File: src/rtl/mux_scan_pkg.sv
// Shared constants for the mux scan sequencer: FSM encoding, channel count
// and settle counter width.
package mux_scan_pkg;
    localparam logic [1:0] IDLE   = 2'd0;
    localparam logic [1:0] SETTLE = 2'd1;
    localparam logic [1:0] SAMPLE = 2'd2;
    localparam logic [1:0] HOLD   = 2'd3;

    localparam int NUM_CH = 4;
    localparam int SEL_W  = 2;
    localparam int CNT_W  = 4;
endpackage

File: src/rtl/settle_timer.sv
// Counts cycles while enabled; done flags the last settle cycle so the
// sequencer can move to SAMPLE on that edge.
module settle_timer
    import mux_scan_pkg::*;
#(
    parameter int SETTLE_CYCLES = 1
) (
    input  logic clk,
    input  logic reset,
    input  logic clear,
    input  logic enable,
    output logic done
);
    logic [CNT_W-1:0] cnt;

    always_ff @(posedge clk) begin
        if (reset || clear)
            cnt <= '0;
        else if (enable)
            cnt <= cnt + 1'b1;
    end

    assign done = (cnt == CNT_W'(SETTLE_CYCLES - 1));
endmodule

File: src/rtl/mux4_scan_capture.sv
// Steps the mux select through all channels, samples mux_out once per
// channel after a settle delay, and hands the 4-bit word over via valid/ack.
module mux4_scan_capture
    import mux_scan_pkg::*;
#(
    parameter int SETTLE_CYCLES = 1
) (
    input  logic             clk,
    input  logic             reset,
    input  logic             start,
    input  logic             abort,
    input  logic             mux_out,
    output logic [SEL_W-1:0] sl,
    output logic             busy,
    output logic [NUM_CH-1:0] data,
    output logic             valid,
    input  logic             ack
);
    generate
        if (SETTLE_CYCLES < 1 || SETTLE_CYCLES > 15) begin : g_bad_settle
            $error("mux4_scan_capture: SETTLE_CYCLES must be 1..15");
        end
    endgenerate

    logic [1:0] state;
    logic       tmr_clear;
    logic       tmr_en;
    logic       settle_done;

    // Counter only runs in SETTLE; every other state holds it at zero.
    assign tmr_en    = (state == SETTLE);
    assign tmr_clear = (state != SETTLE);

    settle_timer #(.SETTLE_CYCLES(SETTLE_CYCLES)) u_timer (
        .clk    (clk),
        .reset  (reset),
        .clear  (tmr_clear),
        .enable (tmr_en),
        .done   (settle_done)
    );

    always_ff @(posedge clk) begin
        if (reset) begin
            state <= IDLE;
            sl    <= '0;
            busy  <= 1'b0;
            data  <= '0;
            valid <= 1'b0;
        end else begin
            case (state)
                IDLE: begin
                    if (start) begin
                        state <= SETTLE;
                        sl    <= '0;
                        data  <= '0;
                        busy  <= 1'b1;
                    end
                end
                SETTLE: begin
                    if (abort) begin
                        state <= IDLE;
                        sl    <= '0;
                        data  <= '0;
                        busy  <= 1'b0;
                    end else if (settle_done) begin
                        state <= SAMPLE;
                    end
                end
                SAMPLE: begin
                    if (abort) begin
                        state <= IDLE;
                        sl    <= '0;
                        data  <= '0;
                        busy  <= 1'b0;
                    end else begin
                        data[sl] <= mux_out;
                        // Last channel parks sl at 11 until the word is consumed.
                        if (sl == SEL_W'(NUM_CH - 1)) begin
                            state <= HOLD;
                            valid <= 1'b1;
                        end else begin
                            sl    <= sl + 1'b1;
                            state <= SETTLE;
                        end
                    end
                end
                HOLD: begin
                    if (ack || abort) begin
                        state <= IDLE;
                        sl    <= '0;
                        busy  <= 1'b0;
                        valid <= 1'b0;
                    end
                end
                default: state <= IDLE;
            endcase
        end
    end
endmodule

File: config.mk
export PLATFORM = sky130hd
export DESIGN_NAME = mux4_scan_capture
export DESIGN_NICKNAME = d
export VERILOG_FILES = /design/src/rtl/mux_scan_pkg.sv /design/src/rtl/settle_timer.sv /design/src/rtl/mux4_scan_capture.sv
export SDC_FILE = /design/constraint.sdc
export NUM_CORES = 1
export LEC_CHECK = 0
export ABC_AREA = 0
export BUFFER_PORTS_ARGS = -buffer_cell sky130_fd_sc_hd__buf_2
export CAP_MARGIN = 20
export CORE_ASPECT_RATIO = 0.9
export CORE_MARGIN = 3
export CORE_UTILIZATION = 50
export CTS_CLUSTER_DIAMETER = 30
export DETAILED_ROUTE_END_ITERATION = 6
export PLACE_DENSITY_LB_ADDON = 0.3
export SYNTH_ARGS = -nofsm -noshare
export SYNTH_HDL_FRONTEND = slang
export SYNTH_SLANG_ARGS = --single-unit
File: constraint.sdc
create_clock -name clk -period 2.2 [get_ports clk]
set_input_delay 0.33 -clock clk [delete_from_list [all_inputs] [get_ports clk]]
set_output_delay 0.33 -clock clk [all_outputs]
set_load 0.01 [all_outputs]
Word-level counts from Yosys, hierarchy flattened
Cells that the tools add are included.

operators by class
  $add $sub $neg = 2
  $lt $le $gt $ge = 2
  equality and inequality tests = 13
  muxes and demuxes = 26
  reductions and logical operators = 13

operator list
  operator                                                            count
  2-to-1 mux 2 bit                                                    10
  one-hot mux 2 bit (4 select lines)                                  2
  2-to-1 mux 4 bit                                                    3
  one-hot mux 4 bit (3 select lines)                                  1
  != test 2 bit (second input constant)                               5
  AND reduction 3 bit                                                 3
  AND reduction 4 bit                                                 2
  == test 2 bit (second input constant)                               3
  2-to-1 mux 1 bit                                                    6
  adder 4 x 1 -> 4 bit (second input constant)                        1
  bitwise mux 4 bit                                                   1
  logical NOT 4 bit                                                   1
  != test 2 x 1 -> 1 bit (second input constant)                      2
  less-than comparator 2 x 3 -> 1 bit (second input constant)         1
  != test 3 x 2 -> 1 bit (second input constant)                      1
  != test 3 bit (second input constant)                               1
  one-hot mux 1 bit (3 select lines)                                  1
  nonzero test 3 bit                                                  1
  adder 2 x 1 -> 2 bit (second input constant)                        1
  demux 1 bit (select 2 bit)                                          1
  == test 2 x 1 -> 1 bit (second input constant)                      1
  greater-or-equal comparator 2 x 1 -> 1 bit (second input constant)  1
  logical NOT 2 bit                                                   1
  logical OR 1 bit                                                    2
  4 further kinds                                                     4

storage, ports and cells
  register bits after elaboration = 14
  input bits = 6
  output and inout port bits = 8
  word-level logic and storage cells = 62

Depth between registers and ports, before layout
Gate-level depths: netlist of the first run.

  word-level depth = 7
  depth in mapped cells = 5
  gate-level depth less buffers = 5

Hierarchy
From an unflattened synthesis of the first run, not the netlist that was laid out.

second synthesis, totals
  cell total of the unflattened synthesis = 99
  area total of the unflattened synthesis = 904.6 µm²

by module, submodules not included
  module             times used  cells an instance  area an instance (µm²)  seq. area each (µm²)
  mux4_scan_capture  1           78                 699.4                   200.2
  settle_timer       1           21                 205.2                   80.1

Worst setup path before layout of the first run
No wires, ideal clock.

  path kind = register to register
  start = reg state[0]
  end = reg data[0]
  library setup time = 0.092 ns
  arrival = 1.566 ns
  required time = 2.108 ns
  slack = 0.542 ns
  cell stages (with the launch flop) = 6
  path buffers = 0
  clock period less this slack = 1.658 ns
  cell sequence = dfxtp_1 -> inv_1 -> ha_1 -> nor2b_1 -> or4_4 -> o32ai_1

between the ends
  cells in the longest elaborated chain, start to end = 3
  elaborated cells between the ends (all ways) = 8
  classes of those cells = 4 x eq/ne; 1 x mux; 3 x reduce/logical

RTL lines
  item                                                                  line                     RTL
  start: declaration                                                    mux4_scan_capture.sv:25  logic [1:0] state;
  start signal: assignment                                              mux4_scan_capture.sv:44  state <= IDLE;
  start signal: assignment                                              mux4_scan_capture.sv:53  state <= SETTLE;
  start signal: assignment                                              mux4_scan_capture.sv:61  state <= IDLE;
  == test 2 x 1 -> 1 bit, or another cell as far along                  mux4_scan_capture.sv:50  case (state)
  != test 2 bit (no source line) or nonzero test 3 bit (tied branches)  n/a
  AND reduction 3 bit (no source line)                                  n/a
  end signal: indexed assignment                                        mux4_scan_capture.sv:76  data[sl] <= mux_out;
  end: declaration                                                      mux4_scan_capture.sv:15  output logic [NUM_CH-1:0] data,

Several ways; a longest one is shown, not always the timed one.
A chain may end at the register's enable or synchronous reset.

Worst setup path after layout of the first run
  start = reg state[0]
  end = reg data[3]

Same word-level chain as after synthesis.

==> metrics.md, run 1 <==
| Metric | Value |
|---|---|
| Remaining DRCs | `0` |
| R2R Path Start | `state[0]$_SDFFE_PP0P_` |
| GPL Wtd Cong | `between 0.8 and 0.9` |
| Top delay family on crit path | `simple AND/OR/NAND/NOR gates` |
| Final TNS setup | `0 ns` |
| Syn Area/Cell | `9.350 um2` |
| Cells after Synth | `91` |
| Ys flop type | `dfxtp_1` |
| Max Fanout on Critical Path | `8` |
| Hold Vio Cnt, Final | `0` |
| H-tree levels | `1` |
| Port Buffers | `13` |
| Sequential area share after synthesis | `0.3294` |
| Routed length per instance | `~12 um` |
| Final ANT Viol Nets | `0` |
| Setup Skew | `~0.0009 ns` |
| Clk Tree Root Cell | `clkbuf_4` |
| Hold worst-path end | `data[2]$_SDFFE_PP0P_` |
| Post-route cell area | `slightly below 1000 um2` |
| Count leader, synth | `dfxtp_1` |
| Initial antenna violation count | `0` |
| Fmax | `0.5567 GHz` |
| Crit-path cells | `inv_1 > ha_1 > nor2b_1 > or4_4 > o32ai_1` |
| WS Path Type | `reg2reg` |
| Post-CTS Setup Inserts | `0` |
| Place WS | `between 0.4 and 0.5 ns` |
| DRT Wirelength | `1603 um` |
| Crit path buffers/inverters | `1` |
| DP Area | `approximately 940 um2` |
| Min-Delay Path Class | `in2reg` |
| #FFs+latches synth | `14` |
| Largest net degree at the start of global routing | `17` |
| Chip Width | `approximately 49 um` |
| Via count | `663` |
| Worst Tran Pin Value | `about 0.55 ns` |
| Skew-Pair Late Insertion Delay | `about 0.28 ns` |
| Die area | `between 2000 and 2500 um2` |
| Worst slew margin | `0.6307` |
| CTS max path bufs | `2` |
| Vias per cell | `between 5 and 6` |
| Setup WS post-layout | `roughly 0.40 ns` |
| Cts hold-fix bufs | `0` |
| Fin. max-slew vios | `0` |
| Yosys cell types | `27` |
| Post-synth EDFFs | `0` |
| Crit path largest cell delay | `roughly 0.56 ns` |
| Final min period | `between 1.5 and 2 ns` |
| DRT Pass-1 Iters | `4` |
| FF-to-FF setup slack | `around 0.40 ns` |
| Clock slew at reported path FFs | `about 0.080 ns` |
| Worst R2R Path Depth | `5` |
| Rows | `13` |
| Grt total ovfl | `0` |
| Required time of the critical path | `approximately 2.4 ns` |
| Final period util | `0.8165` |
| Core area | `approximately 1500 um2` |
| Initial DRC count | `12` |
| CP Capture Type | `register` |
| RSZ-0062 raised after global routing | `false` |
| Starting density of the core | `0.5565` |
| R2R Path End | `data[3]$_SDFFE_PP0P_` |
| Leak Pwr | `roughly 0.44 nW` |
| Synth top area cells | `dfxtp_1 (33%), ha_1 (19%), mux2i_1 (7.1%), inv_1 (5.3%), a2111oi_0 (5.1%)` |
| Post_cts resized | `0` |
| VDD IR max | `around 0.6 mV` |
| Max-cap viol count | `0` |
| Die height | `between 40 and 50 um` |
| Status | `complete, no violations` |
| Syn-to-layout area delta | `14.71%` |
| Final setup vio count | `0` |
| WHS Path Cells | `2` |
| Nets@finish | `roughly 130` |
| CTS tree | `done` |
| Pwr dens | `approximately 600 nW/um2` |
| Fraction of registers with async set/reset | `0` |
| CP arrival | `~2.0 ns` |
| Share of layout cells above drive strength 1 | `0.2243` |
| Yosys top cell area share | `0.3294` |
| CP startpoint kind | `register` |
| Yosys top cell by area | `dfxtp_1` |
| Total CTS buffers | `3` |
| Syn_nets | `between 100 and 150` |
| YS warnings | `0` |
| Antenna diode count | `0` |
| Most frequent cells after synthesis | `dfxtp_1 (14), ha_1 (13), inv_1 (12), nand2_1 (11), mux2i_1 (6)` |
| Vias in the first global route | `648` |
| Clk sink count | `14` |
| Detail Placement HPWL | `1270 um` |
| All-Layer GR Usage | `0.1667` |
| Cell Area, Synth | `between 800 and 900 um2` |
| Slowest cell on crit path | `or4_4` |
| Hold path startpoint | `reset` |
| First-pass GRT wire length | `2760 um` |
| Top Ports | `14` |
| Fillcell total | `roughly 160` |
[worst max-delay path by stage]
stage / slack [ns] / end / depth (start not counted) / start
6_report: 0.40 / data[3]$_SDFFE_PP0P_ / 5 / state[0]$_SDFFE_PP0P_
5_1_grt: 0.25 / data[2]$_SDFFE_PP0P_ / 5 / state[1]$_SDFFE_PP0P_
4_1_cts: 0.38 / data[3]$_SDFFE_PP0P_ / 5 / state[0]$_SDFFE_PP0P_
3_5_place_dp: 0.40 / data[3]$_SDFFE_PP0P_ / 5 / state[0]$_SDFFE_PP0P_
3_3_place_gp: 0.44 / data[1]$_SDFFE_PP0P_ / 5 / state[0]$_SDFFE_PP0P_
2_1_floorplan: 0.54 / data[0]$_SDFFE_PP0P_ / 5 / state[0]$_SDFFE_PP0P_
[power breakdown]
| group | internal [mW] | switching, mW | total (mW) |
|---|---|---|---|
| Combinational | 0.0502 | 0.0647 | 0.115 |
| Sequential | 0.265 | 0.0102 | 0.276 |
| Clock | 0.101 | 0.0827 | 0.183 |
[worst register-to-register path: cells and delay by family, from the launching register on]
kind / cells / cell delay [ns]
simple gates: 2 / 0.76
fa+ha+maj: 1 / 0.20
buf+inv: 1 / 0.12
compound gates: 1 / 0.23
flops: 1 / 0.40
[metal layers]
metal / up-vias / track usage / part of all wire
met5: - / 0 / 0
met4: 0 / 0.03315 / 0.0044
met3: 2 / 0.07591 / 0.071
met2: 15 / 0.2861 / 0.45
met1: 289 / 0.1948 / 0.47
li1: 357 / - / -
[cell families (layout without fill, tap and decap cells)]
group / after synthesis / in the layout / synth area share
compound gates: 16 / 16 / 0.1618
mux: 6 / 6 / 0.07059
xor+xnor: 2 / 2 / 0.02059
buf+inv: 13 / 29 / 0.05734
fa+ha+maj: 13 / 13 / 0.1912
flops: 14 / 14 / 0.3294
simple gates: 27 / 27 / 0.1691
[cell type report]
cell class / instances / area (um2) / share of cell area
Clock buffer: 4 / 36.28 / 0.03718
Inverter: 12 / 45.04 / 0.04615
Multi-Input combinational cell: 64 / 521.8 / 0.5346
Sequential cell: 14 / 280.3 / 0.2872
Tap cell: 22 / 27.53 / 0.02821
Timing Repair Buffer: 13 / 65.06 / 0.06667
[cell usage in the layout, fill, tap and decap left out]
cell type,synthesis,routed
a2111oi_0,5,5
a211o_2,1,1
a211oi_1,2,2
a211oi_2,1,1
a21o_1,1,1
a31o_2,1,1
and2b_2,1,1
and3_1,1,1
buf_2,0,13
clkbuf_4,0,3
clkbuf_8,0,1
dfxtp_1,14,14
ha_1,13,13
inv_1,12,12
mux2i_1,6,6
nand2_1,11,11
nand3_1,2,2
nand3b_1,1,1
nand4_1,2,2
nor2_1,4,4
nor2b_1,1,1
nor2b_2,1,1
nor3b_1,1,1
o21ai_0,1,1
o32ai_1,4,4
or3b_2,1,1
or4_4,1,1
xnor2_1,1,1
xor2_1,1,1
[stage by stage]
| step | hold slack, ns | instances | utilization | total power, mW |
|---|---|---|---|---|
| floorplan | 0.4297 | 91 | - | 0.3665 |
| global placement | 0.4470 | 125 | 0.6146 | 0.3942 |
| detailed placement | 0.4472 | 125 | 0.6146 | 0.3973 |
| CTS | 0.3378 | 129 | 0.6383 | 0.5826 |
| global route | 0.3256 | 129 | 0.6383 | 0.6161 |
| finish | 0.3463 | 129 | 0.6383 | 0.5739 |
[flip-flops by register name, summed over array words and instances (netlist names)]
signal / cells
data: 4
state: 2
busy: 1
valid: 1
u_timer.cnt: 4
sl: 2
Power figures use the tool's default switching activity.
==> inputs of run 2 (changes only) <==
- CORE_UTILIZATION: 50 -> 48
- clock period: 2.2 -> 1.6 ns (I/O delays scaled with it)
==> run 2 against run 1 <==
Final cell count up 5.4%; via count rose by 14%; setup slack lost 0.37 ns; clock skew about the same; global-route usage is 2.9 points higher; non-clock buffer count rose by 8; flip-flop and latch count unchanged; clock power up 12%; sequential share of layout area is 5.9 points lower; total power increased by 59%.
==> metrics.md, run 2 (same netlist as run 1, synthesis figures left out) <==
| Metric | Value |
|---|---|
| Status | `complete, no violations` |
| Initial DRC count | `9` |
| Worst slew margin | `0.6879` |
| Fmax | `between 0.6 and 0.7 GHz` |
| Die area | `approximately 2300 um2` |
| Nets@finish | `135` |
| WHS Path Cells | `2` |
| Min-Delay Path Class | `in2reg` |
| Port Buffers | `13` |
| Final setup vio count | `0` |
| CP Capture Type | `register` |
| Max Fanout on Critical Path | `4` |
| All-Layer GR Usage | `0.1958` |
| Total CTS buffers | `3` |
| Routed length per instance | `approximately 16 um` |
| Place WS | `-0.05884 ns` |
| Initial antenna violation count | `0` |
| Starting density of the core | `0.5449` |
| Antenna diode count | `0` |
| Clock slew at reported path FFs | `0.08 ns` |
| Largest net degree at the start of global routing | `17` |
| WS Path Type | `reg2reg` |
| Hold worst-path end | `data[1]$_SDFFE_PP0P_` |
| Clk sink count | `14` |
| Required time of the critical path | `~1.8 ns` |
| Commonest non-fill, non-tap cells in the layout | `buf_2 (13), nand2_1 (11), dfxtp_1 (10)` |
| FF-to-FF setup slack | `about 0.029 ns` |
| Pwr dens | `724.2 nW/um2` |
| Post-route cell area | `roughly 1300 um2` |
| Final period util | `0.9821` |
| Grt total ovfl | `0` |
| Placed Cells | `around 130` |
| CP Launch Point | `state[0]$_SDFFE_PP0P_` |
| CTS max path bufs | `2` |
| Syn-to-layout area delta | `48.24%` |
| Vias per cell | `5.574` |
| Most common cell after layout, fill and taps aside | `buf_2` |
| Biggest regs | `data x4, u_timer.cnt x4` |
| Final Hold Slack | `roughly 0.32 ns` |
| DRT Wirelength | `2183 um` |
| RSZ-0062 raised after global routing | `true` |
| DP Area | `approximately 1000 um2` |
| Finished Layout Cells | `between 100 and 150` |
| Rows | `13` |
| Clk Tree Root Cell | `clkbuf_4` |
| Setup Skew | `between 0.0007 and 0.0008 ns` |
| GPL Wtd Cong | `0.8393` |
| Chip Width | `slightly above 50 um` |
| Via count | `758` |
| R2R Path End | `valid$_SDFFE_PP0P_` |
| Worst R2R Path Depth | `5` |
| Util after Layout | `0.8077` |
| Die height | `45.94 um` |
| CP startpoint kind | `register` |
| Setup WS post-layout | `between 0.02 and 0.03 ns` |
| Share of layout cells above drive strength 1 | `0.4737` |
| Top Ports | `14` |
| DRT Pass-1 Iters | `4` |
| Detail Placement HPWL | `about 1400 um` |
| Max-cap viol count | `0` |
| First-pass GRT wire length | `about 3300 um` |
| VDD IR max | `0.7533 mV` |
| CTS tree | `done` |
| H-tree levels | `1` |
| R2R Path Start | `state[0]$_SDFFE_PP0P_` |
| Hold Vio Cnt, Final | `0` |
| Final min period | `between 1.5 and 2 ns` |
| Fin. max-slew vios | `0` |
| Hold path startpoint | `reset` |
| CP arrival | `1.76 ns` |
| Worst Tran Pin Value | `around 0.47 ns` |
| Leak Pwr | `~0.52 nW` |
| Vias in the first global route | `roughly 750` |
| Skew-Pair Late Insertion Delay | `about 0.28 ns` |
| Remaining DRCs | `0` |
| Final ANT Viol Nets | `0` |
| Core area | `between 1500 and 2000 um2` |
==> run 2: cell count changes in the layout (fill, tap and decap cells not counted), moves of 2 or more <==
cell | previous run | this run
dfxtp_1 | 14 | 10
inv_1 | 12 | 9
a2111oi_4 | 0 | 4
buf_4 | 0 | 6
o32ai_2 | 0 | 3
a2111oi_0 | 5 | 1
ha_4 | 0 | 5
o32ai_1 | 4 | 0
dfxtp_2 | 0 | 3
ha_1 | 13 | 8
inv_2 | 0 | 2
buf_6 | 0 | 2
nor2b_4 | 0 | 2
==> run 2: layer usage <==
metal,track usage,wire length (um),vias up
li1,-,-,369
met1,0.2165,894,356
met2,0.3464,1111,29
met3,0.06557,150,4
met4,0.08602,26,0
met5,0,0,-
==> run 2: how the worst max path moves through the flow <==
stage	to	cells past startpoint
finish	valid$_SDFFE_PP0P_	5
global route	data[3]$_SDFFE_PP0P_	5
CTS	data[2]$_SDFFE_PP0P_	4
detailed placement	data[1]$_SDFFE_PP0P_	6
global placement	data[2]$_SDFFE_PP0P_	5
floorplan	data[0]$_SDFFE_PP0P_	5
==> run 2: final cells by class <==
type	instances	area, um2
Tap cell	22	27.53
Sequential cell	14	287.8
Multi-Input combinational cell	64	740.7
Fill cell	95	300.3
Timing Repair Buffer	21	132.6
Inverter	12	50.05
Clock buffer	3	22.52
==> run 2: power by group <==
part	switching, mW	internal [mW]	total (mW)	leakage (nW)
Combinational	0.153	0.165	0.318	0.391
Clock	0.117	0.0875	0.205	0.0138
Sequential	0.0221	0.368	0.390	0.115
Total	0.292	0.621	0.913	0.520
==> run 2: repair_timing <==
item,CTS,global route
setup buffers,0,1
setup endpoints to repair,8,8
hold buffers,0,0
gates resized for setup,24,21
pin swaps,3,6
gates cloned,0,0
==> run 2: worst max-delay path, stage by stage, from the launching register on <==
cell	delay (ns)
dfxtp_4	0.39
buf_4	0.14
ha_1	0.21
nor3b_4	0.18
a211o_2	0.31
a31o_2	0.24
==> run 2: per-stage QoR <==
| step | power, mW | setup TNS, ns |
|---|---|---|
| 6_report | 0.9134 | 0 |
| 2_1_floorplan | 0.5067 | 0 |
| 4_1_cts | 0.8373 | -0.06928 |
| 3_3_place_gp | 0.5745 | -0.003928 |
| 5_1_grt | 0.9589 | -0.1891 |
| 3_5_place_dp | 0.5822 | -0.2167 |
